**config.mk**
```make
export PLATFORM = sky130hd
export DESIGN_NAME = piso_shift_tx
export DESIGN_NICKNAME = d
export VERILOG_FILES = /design/src/rtl/piso_pkg.sv /design/src/rtl/bit_period_cnt.sv /design/src/rtl/piso_shift_tx.sv
export SDC_FILE = /design/constraint.sdc
export NUM_CORES = 1
export LEC_CHECK = 0
export ABC_CLOCK_PERIOD_IN_PS = 1700
export BUFFER_PORTS_ARGS = -buffer_cell sky130_fd_sc_hd__buf_2
export CAP_MARGIN = 15
export CORE_AREA = 2 2 39 41
export DETAILED_ROUTE_END_ITERATION = 8
export DIE_AREA = 0 0 41 43
export PLACE_DENSITY = 0.62
export SLEW_MARGIN = 15
export SYNTH_ARGS = -nofsm -noshare
export SYNTH_HDL_FRONTEND = slang
export SYNTH_SLANG_ARGS = --single-unit
```
**constraint.sdc**
```tcl
create_clock -name clk -period 1.7 [get_ports clk]
set_clock_uncertainty 0.05 [all_clocks]
set_input_delay 0.17 -clock clk [delete_from_list [all_inputs] [get_ports clk]]
set_output_delay 0.17 -clock clk [all_outputs]
set_load 0.005 [all_outputs]
```
**src/rtl/piso_pkg.sv**
```systemverilog
// -----------------------------------------------------------------------------
// piso_pkg
// Shared definitions for the parallel-in / serial-out transmitter and its
// bit-period counter.
//   state_e : transmitter FSM states (IDLE, SHIFT)
//   max2    : larger of two integers, used to keep counter widths >= 1
// -----------------------------------------------------------------------------
package piso_pkg;

    typedef enum logic {
        IDLE  = 1'b0,
        SHIFT = 1'b1
    } state_e;

    function automatic int max2(input int a, input int b);
        return (a > b) ? a : b;
    endfunction

endpackage

```
**src/rtl/bit_period_cnt.sv**
```systemverilog
// -----------------------------------------------------------------------------
// bit_period_cnt
// Counts clock cycles within one bit period (0..CLKS_PER_BIT-1) and pulses
// strobe on the last cycle of each period. A receiver can reuse it as its
// sample enable.
// Ports:
//   clk    : system clock, rising edge
//   r      : synchronous active-high reset
//   en     : count while high (frame in progress)
//   clr    : restart the period at 0 on the next cycle (word loaded)
//   strobe : en && counter at its terminal value
// -----------------------------------------------------------------------------
module bit_period_cnt
    import piso_pkg::*;
#(
    parameter int CLKS_PER_BIT = 1
) (
    input  logic clk,
    input  logic r,
    input  logic en,
    input  logic clr,
    output logic strobe
);

    localparam int CW = max2(1, $clog2(CLKS_PER_BIT));
    localparam logic [CW-1:0] TERM = CW'(CLKS_PER_BIT - 1);

    logic [CW-1:0] cnt_q;
    logic [CW-1:0] cnt_d;

    always_comb begin
        cnt_d = cnt_q;
        if (clr) begin
            cnt_d = '0;
        end else if (en) begin
            // Return to 0 at the terminal value; never count past it.
            cnt_d = (cnt_q == TERM) ? '0 : cnt_q + CW'(1);
        end
    end

    always_ff @(posedge clk) begin
        if (r) begin
            cnt_q <= '0;
        end else begin
            cnt_q <= cnt_d;
        end
    end

    assign strobe = en && (cnt_q == TERM);

endmodule

```
**src/rtl/piso_shift_tx.sv**
```systemverilog
// -----------------------------------------------------------------------------
// piso_shift_tx
// Loads a WIDTH-bit word through a valid/ready handshake and shifts it out
// MSB-first, each bit held CLKS_PER_BIT cycles, with a per-bit strobe on the
// last cycle of every bit period. A load on the eof cycle chains frames with
// no gap on sout_valid.
// Ports:
//   clk        : system clock, rising edge
//   r          : synchronous active-high reset (aborts a frame)
//   din        : parallel word, captured on load_valid && load_ready
//   load_valid : producer offers din
//   load_ready : transmitter can accept (idle, or final strobe of a frame)
//   sout       : serial data, MSB first
//   sout_valid : sout carries a frame bit
//   strobe     : last cycle of each bit period
//   eof        : strobe of the final bit of the frame
//   busy       : frame in progress (same as sout_valid)
// -----------------------------------------------------------------------------
module piso_shift_tx
    import piso_pkg::*;
#(
    parameter int WIDTH        = 4,
    parameter int CLKS_PER_BIT = 1
) (
    input  logic             clk,
    input  logic             r,
    input  logic [WIDTH-1:0] din,
    input  logic             load_valid,
    output logic             load_ready,
    output logic             sout,
    output logic             sout_valid,
    output logic             strobe,
    output logic             eof,
    output logic             busy
);

    if (WIDTH < 2 || CLKS_PER_BIT < 1) begin : g_param_check
        $error("piso_shift_tx: WIDTH must be >= 2 and CLKS_PER_BIT >= 1");
    end

    localparam int BW = $clog2(WIDTH);
    localparam logic [BW-1:0] LAST_BIT = BW'(WIDTH - 1);

    state_e           state_q;
    state_e           state_d;
    logic [WIDTH-1:0] shreg_q;
    logic [WIDTH-1:0] shreg_d;
    logic [BW-1:0]    bcnt_q;
    logic [BW-1:0]    bcnt_d;
    logic             load_fire;
    logic             shifting;

    assign shifting   = (state_q == SHIFT);
    assign eof        = strobe && (bcnt_q == LAST_BIT);
    assign load_ready = !r && (!shifting || eof);
    assign load_fire  = load_valid && load_ready;

    bit_period_cnt #(
        .CLKS_PER_BIT(CLKS_PER_BIT)
    ) u_period (
        .clk    (clk),
        .r      (r),
        .en     (shifting),
        .clr    (load_fire),
        .strobe (strobe)
    );

    always_comb begin
        state_d = state_q;
        shreg_d = shreg_q;
        bcnt_d  = bcnt_q;
        case (state_q)
            IDLE: begin
                if (load_fire) begin
                    state_d = SHIFT;
                    shreg_d = din;
                    bcnt_d  = '0;
                end
            end
            SHIFT: begin
                if (strobe) begin
                    // Zero fill leaves the register clear once a frame ends,
                    // which keeps sout low while idle.
                    shreg_d = {shreg_q[WIDTH-2:0], 1'b0};
                    if (eof) begin
                        bcnt_d = '0;
                        if (load_fire) begin
                            shreg_d = din;
                        end else begin
                            state_d = IDLE;
                        end
                    end else begin
                        bcnt_d = bcnt_q + BW'(1);
                    end
                end
            end
            default: state_d = IDLE;
        endcase
    end

    always_ff @(posedge clk) begin
        if (r) begin
            state_q <= IDLE;
            shreg_q <= '0;
            bcnt_q  <= '0;
        end else begin
            state_q <= state_d;
            shreg_q <= shreg_d;
            bcnt_q  <= bcnt_d;
        end
    end

    assign sout       = shreg_q[WIDTH-1];
    assign sout_valid = shifting;
    assign busy       = shifting;

endmodule

```
---- Word-level counts from Yosys, hierarchy flattened ----
Index checks and enable logic that the tools add are counted.
word-level totals
  flip-flop bits (word level) ............. 8
  output and inout bits ................... 6
  input port bits ......................... 7
cells by class
  eq/ne operators ......................... 3
  reductions and logical operators ........ 9
  muxes and demuxes ....................... 14
  bitwise gates (word level) .............. 2
  $add $sub $neg .......................... 2
operators with widths
  operator                                                        count
  4-bit two-way mux                                               4
  4-bit case mux with 2 select lines                              1
  2-bit two-way mux                                               3
  1-bit logical AND                                               4
  1-bit two-way mux                                               4
  2-bit != test (second input constant)                           2
  2-bit case mux with 2 select lines                              1
  2-bit by 1-bit adder with 2-bit output (second input constant)  1
  2-bit equality test (second input constant)                     1
  1-bit zero test                                                 2
  1-bit inverter                                                  2
  1-bit case mux with 2 select lines                              1
  2-bit AND reduction                                             1
  2-bit OR reduction                                              1
  1-bit adder (second input constant)                             1
  1-bit logical OR                                                1

---- Depth between registers and ports, before layout ----
Gate-level depths: netlist of the first run.
  word-level depth ........................ 10
  depth in mapped cells ................... 4
  depth with buffers taken out ............ 4

---- Modules after synthesis ----
A second synthesis of the first run with hierarchy kept.
unflattened totals
  cell total of the unflattened synthesis .. 48
  area, all modules ....................... 404.1 um^2
modules (own cells, without submodules)
  module          times used  cells an instance  area each (um^2)
  piso_shift_tx   1           47                 396.6
  bit_period_cnt  1           1                  7.5

---- Worst setup path after synthesis of the first run ----
OpenSTA, ideal clock, no wires.
  path type ............................... reg2reg
  from .................................... register bcnt_q[0]
  to ...................................... register shreg_q[1]
  path buffers ............................ 0
  path slack .............................. 0.545 ns
  arrival time ............................ 1.038 ns
  clock period less this slack ............ 1.155 ns
  cell stages (with the launch flop) ...... 5
  cells stage by stage .................... dfxtp_1 -> ha_1 -> nand2b_2 -> a21o_1 -> a21oi_2
between the ends
  longest elaborated chain between the ends .. 9
  elaborated cells on any way between the ends .. 11
  classes of those cells .................. eq/ne: 2; mux: 4; reduce/logical: 5
RTL lines
  what                                RTL line              text
  from (decl)                         piso_shift_tx.sv:48   logic [BW-1:0] bcnt_q;
  from (signal assigned)              piso_shift_tx.sv:109  bcnt_q <= bcnt_d;
  2-bit equality test *               piso_shift_tx.sv:54   assign eof = strobe && (bcnt_q == LAST_BIT);
  1-bit logical AND *                 piso_shift_tx.sv:54
  1-bit logical OR                    piso_shift_tx.sv:55   assign load_ready = !r && (!shifting || eof);
  1-bit logical AND                   piso_shift_tx.sv:55
  1-bit logical AND                   piso_shift_tx.sv:56   assign load_fire = load_valid && load_ready;
  4-bit two-way mux                   piso_shift_tx.sv:87   if (load_fire) begin
  4-bit two-way mux                   piso_shift_tx.sv:85   if (eof) begin
  4-bit two-way mux                   piso_shift_tx.sv:81   if (strobe) begin
  4-bit case mux with 2 select lines  piso_shift_tx.sv:72   case (state_q)
  to (signal assigned)                piso_shift_tx.sv:108  shreg_q <= shreg_d;
  to (decl)                           piso_shift_tx.sv:46   logic [WIDTH-1:0] shreg_q;
Mark *: on every way between the ends. The rest lies on a longest branch, timed or not. The select of a mux whose other input is x is not followed.
A chain may end at the register's enable or synchronous reset.

---- Worst setup path after layout of the first run ----
  from .................................... register bcnt_q[0]
  to ...................................... output port load_ready
between the ends
  longest elaborated chain between the ends .. 4
RTL lines
  what                 RTL line             text
  2-bit equality test  piso_shift_tx.sv:54
  1-bit logical AND    piso_shift_tx.sv:54
  1-bit logical OR     piso_shift_tx.sv:55
  1-bit logical AND    piso_shift_tx.sv:55
  to (decl)            piso_shift_tx.sv:29  output logic load_ready,
No other way between the ends.

==> results of run 1 <==
-- registers in the layout, indices dropped and copies added (netlist names) --
signal / count
bcnt_q: 2
shreg_q: 4
busy: 1
-- cell type report --
class / instances / area (um^2)
Clock buffer: 3 / 22.5
Multi-Input combinational cell: 29 / 204
Sequential cell: 7 / 140
Inverter: 1 / 3.75
Tap cell: 16 / 20.0
Timing Repair Buffer: 12 / 60.1
Fill cell: 162 / 928
Clock inverter: 1 / 5.00
-- through the flow --
step,hold slack [ns],total power [W]
after global placement,0.400,0.000244
after floorplan,0.290,0.000233
after global routing,0.142,0.000426
after detailed placement,0.403,0.000246
after CTS,0.121,0.000406
final,0.134,0.000394
-- layer usage --
layer	vias up	part of all wire (%)	global-route usage (%)	routed length, um
li1	162	-	-	-
met1	143	47	11.6	337
met2	8	49	13.8	354
met3	0	4.2	3.66	30
met4	0	0	10.0	0
met5	-	0	0	0
-- cells in the final DEF, fill, tap and decap left out, drive strengths merged --
master and n:
nand2 1, o21a 1, a21o 3, and2 1
o32a 1, and2b 1, nor2 7, a21oi 3
clkbuf 3, nand2b 1, buf 12, ha 1
dfxtp 7, inv 1, mux2i 5, clkinv 1
nand3 4
-- worst max-delay path, delay by kind of cell (launching register included) --
kind | cells | cell delay, ns
fa+ha+maj | 1 | 0.22
flops | 1 | 0.35
buf+inv | 1 | 0.12
simple gates | 2 | 0.34
-- report_power, final --
part | switching, W | internal [W] | total, W
clock network | 0.0000662 | 0.0000861 | 0.000152
registers | 0.0000103 | 0.000174 | 0.000184
logic | 0.0000277 | 0.0000294 | 0.0000571
-- kinds of logic (layout without fill, tap and decap cells) --
| logic type | Yosys count | in the layout | synth area share [%] |
|---|---|---|---|
| buf+inv | 6 | 17 | 10.1 |
| compound gates | 8 | 8 | 17.3 |
| simple gates | 15 | 15 | 19.6 |
| mux | 5 | 5 | 13.1 |
| flops | 7 | 7 | 36.6 |
| fa+ha+maj | 1 | 1 | 3.27 |
-- worst paths after layout --
kind                                start          to  slack (ns)  cells after the start
worst max-delay path            bcnt_q[0]  load_ready        0.20                      4
worst max register to register  bcnt_q[0]  shreg_q[2]        0.44                      4
worst min register to register  bcnt_q[0]   bcnt_q[0]        0.49                      2
worst min-delay path               din[3]  shreg_q[3]        0.13                      3
==> impl_summary.txt, run 1 <==
----------------------------------------------------
[Run status]
  Status ... finished clean

[CTS]
  Buffer levels on the longest clock path ... 2
  Clk pin slew, worst setup/hold paths ... 0.06 ns
  Library cell used as clock root buffer ... clkbuf_4
  Cts bufs inserted ... 3
  Source-to-sink clock delay at the later pin of the worst-skew pair ... 0.26 ns
  Clock tree from TritonCTS ... done
  Count of hold buffers inserted by post-cts repair ... 0
  Post_cts resized ... 0
  Clock sink count ... 7
  Maximum level of the CTS H-tree ... 1
  Post-CTS setup repair buffer count ... 0

[Setup path]
  Critical-path maximum fanout ... 5
  Delay of the slowest cell on the worst path ... 0.35 ns
  WS Path Type ... reg2out
  CP Launch Type ... flop
  Worst Setup End Kind ... output port
  Required time of the worst setup path ... about 1.5 ns
  Cell with the largest stage delay on the worst path ... dfxtp_1
  Data arrival at the endpoint of the critical path ... between 1 and 1.5 ns
  Crit path cell chain ... ha_1 > and2b_2 > nor2_1 > buf_2

[Pwr]
  Static power due to leakage ... ~0.2 nW
  Pwr/cell area ... 865 mW/mm^2
  Maximum resistive drop on vdd ... 0.234 mV

[Timing]
  Worst-case headroom to the max-slew limit ... 70.3%
  Slack of the critical path ... 0.198 ns
  Final-report setup violation count ... 0
  Period utilisation layout ... 88.3%
  RSZ-0062 raised after global routing ... false
  Final critical-path required period ... 1.50 ns
  Highest achievable clock rate ... 666 MHz
  Final hold viol count ... 0
  Final Max Slew Viols ... 0
  Slew at the pin with the worst max-slew slack ... roughly 0.44 ns
  Setup tns final ... 0 ns

[Yosys]
  Number of enable-type register cells in the synthesized netlist ... 0
  Async set-reset flop share out of synthesis ... 0%
  Synth Area per Inst ... ~9 um^2
  Number of warnings printed during yosys synthesis ... 0
  Leading cell types by total area after synthesis ... dfxtp_1, mux2i_1, nor2_1, a21oi_2, a21o_1
  Most frequently used flop master after synthesis ... dfxtp_1
  Synthesized netlist net count ... 50
  Cell taking the most area after synthesis ... dfxtp_1
  Flop and latch count out of synthesis ... 7
  Distinct cell type count after synthesis ... 18
  Fraction of post-synthesis cell area in the top cell type by area ... a little over a third
  Synth Instances ... 42
  Post-synth top cells ... dfxtp_1, nor2_1, mux2i_1
  Post-synthesis sequential area ratio ... 36.6%
  Synthesized cell area ... 383 um^2

[Placed design]
  Instance count after placement with tap cells included ... 65
  Number of port buffers ... 12
  Global placer's final weighted congestion ... 0.670
  Total half-perimeter wirelength after legalization and detailed placement ... 534 um
  Placed cell areas ... 428 um^2
  Minimum setup slack after placement ... 0.450 ns

[Cells and area]
  Ant. Diodes ... 0
  Number of standard cells in the layout, taps in and fillers out ... 69
  Final core utilization ... 32.9%
  Share of cells above drive strength 1 ... 41.5%
  Post-route standard cell area excluding fillers ... 455 um^2
  Layout overhead on the synthesized area ... 19.0%
  Layout net count ... 62

[Routing]
  Average vias per placed instance ... 4.54
  First-iteration detailed-routing DRC count ... 9
  Total DRC errors in the routed layout ... 0
  Antenna-violating nets left ... 0
  DR pass1 iterations ... 3
  Final wirelength ... just over 700 um
  Via count ... 313
  Average routed wire per standard cell ... between 10 and 15 um

[Global route]
  Pin count of the biggest net entering global routing ... 14
  Total grt overflow ... 0
  Wire length of the first global-routing pass ... approximately 1200 um
  All-Layer GR Usage ... 10.2%
  Number of antenna violations at the first check in global routing ... 0
  Number of global-route vias before repair ... 278

[Floorplan]
  Chip width ... around 41 um
  Starting utilization of the core area ... between 20% and 30%
  Total number of placement rows ... 14
  Area enclosed by the die boundary ... 0.00176 mm^2
  Core region area ... 0.00138 mm^2
  Chip height ... around 43 um
  Number of primary I/O pins ... 13

[Worst hold path]
  Class of the tightest hold or removal check ... in2reg

[Flow run]
  Number of max-cap violations ... 0

----------------------------------------------------
No activity file was read; power rests on OpenSTA's default activity.
==> run 2, diff against run 1 <==
--- a/config.mk
+++ b/config.mk
@@ -5,14 +5,13 @@
 export SDC_FILE = /design/constraint.sdc
 export NUM_CORES = 1
 export LEC_CHECK = 0
-export ABC_CLOCK_PERIOD_IN_PS = 1700
+export ABC_CLOCK_PERIOD_IN_PS = 1400
 export BUFFER_PORTS_ARGS = -buffer_cell sky130_fd_sc_hd__buf_2
 export CAP_MARGIN = 15
 export CORE_AREA = 2 2 39 41
 export DETAILED_ROUTE_END_ITERATION = 8
 export DIE_AREA = 0 0 41 43
 export PLACE_DENSITY = 0.62
-export SLEW_MARGIN = 15
 export SYNTH_ARGS = -nofsm -noshare
 export SYNTH_HDL_FRONTEND = slang
 export SYNTH_SLANG_ARGS = --single-unit
==> constraint.sdc (replaced) <==
create_clock -name clk -period 1.4 [get_ports clk]
set_clock_uncertainty 0.05 [all_clocks]
set_input_delay 0.14 -clock clk [delete_from_list [all_inputs] [get_ports clk]]
set_output_delay 0.14 -clock clk [all_outputs]
set_load 0.005 [all_outputs]
==> run 2 against run 1 <==
Effect of this change: via count up 2.6%; setup slack worse by 0.16 ns; global-route usage up 0.12 points; cell area up 8.5%; register-to-register slack worse by 0.33 ns; flip-flop and latch count unchanged; sequential share of layout area down 1.7 points; power up 24%; highest routed layer is now met4; clock-buffer cell count unchanged; largest cell class unchanged; sequential power up 23%; non-clock buffer count up 3; clock power up 22%.
==> impl_summary.txt, run 2 (synthesis gave the netlist of run 1 again) <==
----------------------------------------------------
[Setup path]
  Cell with the largest stage delay on the worst path ... dfxtp_2
  WS Path Type ... reg2out
  Critical-path maximum fanout ... 3 (-2)
  CP Launch Type ... flop
  Required time of the worst setup path ... 1.21 ns (-0.27 ns)
  Delay of the slowest cell on the worst path ... 0.35 ns (about the same)
  Critical Path Source ... bcnt_q[1]
  Launch point of the worst reg-to-reg path ... bcnt_q[0]
  Data arrival at the endpoint of the critical path ... 1.17 ns (-0.11 ns)
  Crit path cell chain ... ha_4 > and2b_2 > nor2_1 > buf_2
  Worst Setup End Kind ... output port

[Cells and area]
  Footprint of the multi-input gates ... 216 um^2 (+6.1%)
  Number of flip-flops under the largest register name ... 4 (unchanged)
  Layout net count ... 65 (+4.8%)
  Layout overhead on the synthesized area ... 29.1%
  Count of filler cells inserted in the layout ... 154 (-4.9%)
  Ant. Diodes ... 0 (unchanged)
  Top library cells by usage in the layout, fill and taps aside ... buf_2, nor2_1, mux2i_1
  Largest reg by FF count ... shreg_q
  Post-route standard cell area excluding fillers ... 494 um^2 (+8.5%)
  Sequential cell area ... 144 um^2 (+2.7%)
  Share of cells above drive strength 1 ... 51.8% (+10 points)
  Most common library cell in the layout ignoring fill and taps ... buf_2
  Number of standard cells in the layout, taps in and fillers out ... 72 (+4.3%)
  Final core utilization ... 35.7% (+2.8 points)

[Routing]
  Average routed wire per standard cell ... 10.5 um (about the same)
  Via count ... 321 (+2.6%)
  First-iteration detailed-routing DRC count ... 4 (-5)
  Final wirelength ... 753 um (+4.3%)
  DR pass1 iterations ... 2 (-1)
  Antenna-violating nets left ... 0 (unchanged)
  Average vias per placed instance ... 4.46 (-1.7%)
  Total DRC errors in the routed layout ... 0 (unchanged)

[Timing]
  Worst-case headroom to the max-slew limit ... 85.6% (+15 points)
  Slew at the pin with the worst max-slew slack ... 0.217 ns (-0.228 ns)
  Slack of the critical path ... 0.0360 ns (-0.162 ns)
  Final Max Slew Viols ... 0 (unchanged)
  Final hold viol count ... 0 (unchanged)
  Final critical-path required period ... 1.36 ns
  Final-report setup violation count ... 0 (unchanged)
  Highest achievable clock rate ... 733 MHz
  RSZ-0062 raised after global routing ... true
  Period utilisation layout ... 97.4%

[Placed design]
  Instance count after placement with tap cells included ... 66 (+1.5%)
  Total half-perimeter wirelength after legalization and detailed placement ... 526 um (-1.6%)
  Number of port buffers ... 12 (unchanged)
  Minimum setup slack after placement ... 0.152 ns (-0.297 ns)
  Global placer's final weighted congestion ... 0.654 (-2.5%)
  Placed cell areas ... 435 um^2 (+1.8%)

[Floorplan]
  Starting utilization of the core area ... 27.7% (unchanged)
  Core region area ... 0.00138 mm^2 (unchanged)
  Number of primary I/O pins ... 13 (unchanged)
  Chip height ... 43 um (unchanged)
  Chip width ... 41 um (unchanged)
  Area enclosed by the die boundary ... 0.00176 mm^2 (unchanged)
  Total number of placement rows ... 14 (unchanged)

[CTS]
  Source-to-sink clock delay at the later pin of the worst-skew pair ... 0.26 ns (about the same)
  Clk pin slew, worst setup/hold paths ... 0.06 ns (about the same)
  Maximum level of the CTS H-tree ... 1 (unchanged)
  Count of hold buffers inserted by post-cts repair ... 0 (unchanged)
  Clock tree from TritonCTS ... done
  Buffer levels on the longest clock path ... 2 (unchanged)
  Cts bufs inserted ... 3 (unchanged)
  Library cell used as clock root buffer ... clkbuf_4
  Clock sink count ... 7 (unchanged)

[Pwr]
  Pwr/cell area ... 988 mW/mm^2 (+14%)
  Maximum resistive drop on vdd ... 0.315 mV (+35%)
  Static power due to leakage ... 0.220 nW (+6.9%)

[Flow run]
  Number of max-cap violations ... 0 (unchanged)

[Run status]
  Status ... finished clean

[Global route]
  Total grt overflow ... 0 (unchanged)
  Number of antenna violations at the first check in global routing ... 0 (unchanged)
  Wire length of the first global-routing pass ... 1150 um (-1.8%)
  Number of global-route vias before repair ... 281 (+1.1%)
  Pin count of the biggest net entering global routing ... 12 (-2)
  All-Layer GR Usage ... 10.4% (+0.12 points)

[Worst hold path]
  Beginning of the worst hold path ... din[3]
  Class of the tightest hold or removal check ... in2reg

----------------------------------------------------
==> run 2: cell count changes in the layout (fill, tap and decap cells not counted) <==
| cell | delta |
|---|---|
| dfxtp_2 | +3 |
| ha_4 | +1 |
| dfxtp_1 | -3 |
| ha_1 | -1 |
| buf_4 | +3 |
==> run 2: worst paths after layout <==
kind	to	slack [ns]	cells past startpoint
worst max-delay path	load_ready	0.04	4
worst min-delay path	shreg_q[3]	0.10	3
worst max register to register	shreg_q[1]	0.11	5
worst min register to register	bcnt_q[0]	0.49	2
==> run 2: critical path, delay by kind of cell (launching register included) <==
kind | cells | cell delay, ns
DFF | 1 | 0.35
and+or+nand+nor | 2 | 0.32
adders and majority gates | 1 | 0.13
buffers and inverters | 1 | 0.12
==> run 2: power breakdown <==
| group | internal [W] | switching (W) |
|---|---|---|
| Sequential | 0.000213 | 0.0000134 |
| Combinational | 0.0000414 | 0.0000356 |
| Clock | 0.000105 | 0.0000808 |
| Total | 0.000359 | 0.000130 |
==> run 2: area by class of cell <==
class | instances | area share (%)
multi-input combinational | 29 | 43.8
inverter | 1 | 0.759
clock buffer | 3 | 4.56
timing repair buffer | 15 | 16.7
clock inverter | 1 | 1.01
tap | 16 | 4.05
sequential | 7 | 29.1
==> run 2: stage by stage <==
| stage | hold slack (ns) | total power (W) | setup TNS, ns |
|---|---|---|---|
| after floorplan | 0.260 | 0.000282 | 0 |
| after global placement | 0.371 | 0.000299 | 0 |
| after detailed placement | 0.371 | 0.000301 | 0 |
| after CTS | 0.0943 | 0.000491 | 0 |
| after global routing | 0.112 | 0.000521 | -0.0482 |
| final | 0.102 | 0.000488 | 0 |
==> run 2: metal layers <==
layer  vias to the layer above  track usage [%]  share of wire, %
met4                         0             10.0               3.1
met2                        14             13.4                43
met1                       136             11.3                48
met3                         4             5.24               6.0
li1                        167                -                 -
met5                         -                0                 0
==> run 2: repair_timing <==
action | CTS | global route
pin swaps | 1 | 0
endpoints found under the setup margin | 1 | 2
gates resized for setup | 4 | 1
buffers inserted | 1 | 1
==> run 3, diff against run 2 <==
--- a/config.mk
+++ b/config.mk
@@ -11,7 +11,8 @@
 export CORE_AREA = 2 2 39 41
 export DETAILED_ROUTE_END_ITERATION = 8
 export DIE_AREA = 0 0 41 43
-export PLACE_DENSITY = 0.62
+export PLACE_DENSITY = 0.63
 export SYNTH_ARGS = -nofsm -noshare
 export SYNTH_HDL_FRONTEND = slang
+export SYNTH_HIERARCHICAL = 1
 export SYNTH_SLANG_ARGS = --single-unit
==> run 3 against run 2 <==
Effect of this change: highest routed layer unchanged; routed wire length is 15% higher; clock-buffer cell count grew 1; largest power group unchanged; synthesized area rose by 3.6%; sequential share of layout area decreased by 0.54 points.
==> impl_summary.txt, run 3 <==
----------------------------------------------------
[Routing]
  First-iteration detailed-routing DRC count ... 9 (+5)
  Average routed wire per standard cell ... 11.3 um (+7.8%)
  Uppermost layer routed ... met4
  Via count ... 396 (+23%)
  Total DRC errors in the routed layout ... 0 (unchanged)
  Final wirelength ... 868 um (+15%)
  Antenna-violating nets left ... 0 (unchanged)
  DR pass1 iterations ... 4 (+2)
  Met3 Wirelength ... 64 um (+42%)
  Average vias per placed instance ... 5.14 (+15%)
  Routed length on met1 ... 383 um (+5.5%)
  Routed wire length on met2 ... 372 um (+16%)

[Cells and area]
  Largest reg by FF count ... shreg_q
  Layout net count ... 70 (+7.7%)
  Layout overhead on the synthesized area ... 28.1%
  Number of standard cells in the layout, taps in and fillers out ... 77 (+6.9%)
  Number of flip-flops under the largest register name ... 4 (unchanged)
  Top library cells by usage in the layout, fill and taps aside ... buf_2, nand3_1, dfxtp_1
  Ant. Diodes ... 0 (unchanged)
  Post-route standard cell area excluding fillers ... 508 um^2 (+2.8%)
  Share of cells above drive strength 1 ... 36.1% (-16 points)
  Most common library cell in the layout ignoring fill and taps ... buf_2

[Setup path]
  Worst Setup End Kind ... output port
  Critical-path maximum fanout ... 15 (+12)
  WS Path Type ... reg2out
  CP Launch Type ... flop
  Data arrival at the endpoint of the critical path ... 1.14 ns (-0.03 ns)
  Register-to-register path setup slack ... 0.15 ns (+0.04 ns)
  Required time of the worst setup path ... 1.21 ns (about the same)

[Floorplan]
  Chip width ... 41 um (unchanged)
  Total number of placement rows ... 14 (unchanged)
  Area enclosed by the die boundary ... 0.00176 mm^2 (unchanged)
  Core region area ... 0.00138 mm^2 (unchanged)
  Chip height ... 43 um (unchanged)
  Starting utilization of the core area ... 28.7% (+0.99 points)
  Number of primary I/O pins ... 13 (unchanged)

[Yosys]
  Number of warnings printed during yosys synthesis ... 6 (+6)
  Synth Area per Inst ... 8.44 um^2 (-7.4%)
  Synthesized netlist net count ... 55 (+10%)
  Synthesized cell area ... 397 um^2 (+3.6%)
  Synth Instances ... 47 (+12%)

[Timing]
  Slew at the pin with the worst max-slew slack ... 0.263 ns (+0.0466 ns)
  Final hold viol count ... 0 (unchanged)
  Worst-case headroom to the max-slew limit ... 82.2% (-3.3 points)
  Final-report setup violation count ... 0 (unchanged)
  Period utilisation layout ... 94.7% (-2.8 points)
  Highest achievable clock rate ... 755 MHz (+2.9%)
  RSZ-0062 raised after global routing ... false
  Slack of the critical path ... 0.0749 ns (+0.0388 ns)
  Setup tns final ... 0 ns (unchanged)
  Final critical-path required period ... 1.33 ns (-0.0388 ns)
  Final Max Slew Viols ... 0 (unchanged)

[Placed design]
  Global placer's final weighted congestion ... 0.773 (+18%)
  Minimum setup slack after placement ... 0.0495 ns (-0.103 ns)
  Total half-perimeter wirelength after legalization and detailed placement ... 607 um (+15%)
  Placed cell areas ... 453 um^2 (+4.0%)
  Instance count after placement with tap cells included ... 72 (+9.1%)
  Number of port buffers ... 12 (unchanged)

[CTS]
  Cts bufs inserted ... 3 (unchanged)
  Clock sink count ... 7 (unchanged)
  Clock tree from TritonCTS ... done
  Clk pin slew, worst setup/hold paths ... 0.05 ns (about the same)
  Buffer levels on the longest clock path ... 2 (unchanged)
  Maximum level of the CTS H-tree ... 1 (unchanged)
  Source-to-sink clock delay at the later pin of the worst-skew pair ... 0.27 ns (about the same)
  Library cell used as clock root buffer ... clkbuf_4

[Global route]
  Number of global-route vias before repair ... 313 (+11%)
  Total grt overflow ... 0 (unchanged)
  Wire length of the first global-routing pass ... 1390 um (+20%)
  Pin count of the biggest net entering global routing ... 16 (+4)
  Number of antenna violations at the first check in global routing ... 0 (unchanged)
  All-Layer GR Usage ... 13.0% (+2.6 points)

[Run status]
  Status ... finished clean

[Pwr]
  Pwr/cell area ... 984 mW/mm^2 (-0.43%)
  Static power due to leakage ... 0.210 nW (-4.3%)
  Maximum resistive drop on vdd ... 0.423 mV (+35%)

[Flow run]
  Number of max-cap violations ... 0 (unchanged)

[Worst hold path]
  Class of the tightest hold or removal check ... in2reg

----------------------------------------------------
run 3: what timing repair did:
action | 4_1_cts | 5_1_grt
pin swaps | 1 | 1
gates resized for setup | 2 | 4
gates cloned | 0 | 0
setup endpoints to repair | 1 | 4
endpoints found under the hold margin | 0 | 0
buffers inserted | 1 | 0
hold buffers | 0 | 0
run 3: per-layer routing:
metal	GRT usage [%]	vias to the layer above
met3	9.42	5
met4	12.0	0
met2	14.7	13
met1	14.8	177
met5	0	-
li1	-	201
run 3: worst max-delay path, stage by stage (launching register included):
cell and delay [ns]:
dfxtp_4 0.38, buf_4 0.16, a21boi_2 0.15, nor2_1 0.05, buf_2 0.12
run 3: path summary, 6_finish.rpt:
check	cells past startpoint	end	from
hold reg to reg	2	shreg_q[0]	shreg_q[0]
setup reg to reg	4	shreg_q[2]	bcnt_q[1]
setup / recovery	4	load_ready	busy
hold / removal	3	shreg_q[0]	din[0]
run 3: cell type report:
type	count	area, um^2
fill	160	876
multi-input combinational	35	238
sequential	7	145
timing repair buffer	14	75.1
clock buffer	4	26.3
tap	16	20.0
inverter	1	3.75
run 3: power breakdown:
part / leakage [nW] / internal (W) / switching, W
Sequential: 0.0585 / 0.000213 / 0.0000134
Clock: 0.0150 / 0.000109 / 0.0000850
Combinational: 0.137 / 0.0000412 / 0.0000378
Total: 0.210 / 0.000364 / 0.000136
run 3: through the flow:
| step | total power, W | util, % | hold slack [ns] |
|---|---|---|---|
| after floorplan | 0.000282 | - | 0.211 |
| after global placement | 0.000304 | 32.7 | 0.366 |
| after detailed placement | 0.000304 | 32.7 | 0.368 |
| after CTS | 0.000506 | 35.5 | 0.0906 |
| after global routing | 0.000539 | 36.7 | 0.0878 |
| final | 0.000500 | 36.7 | 0.0940 |
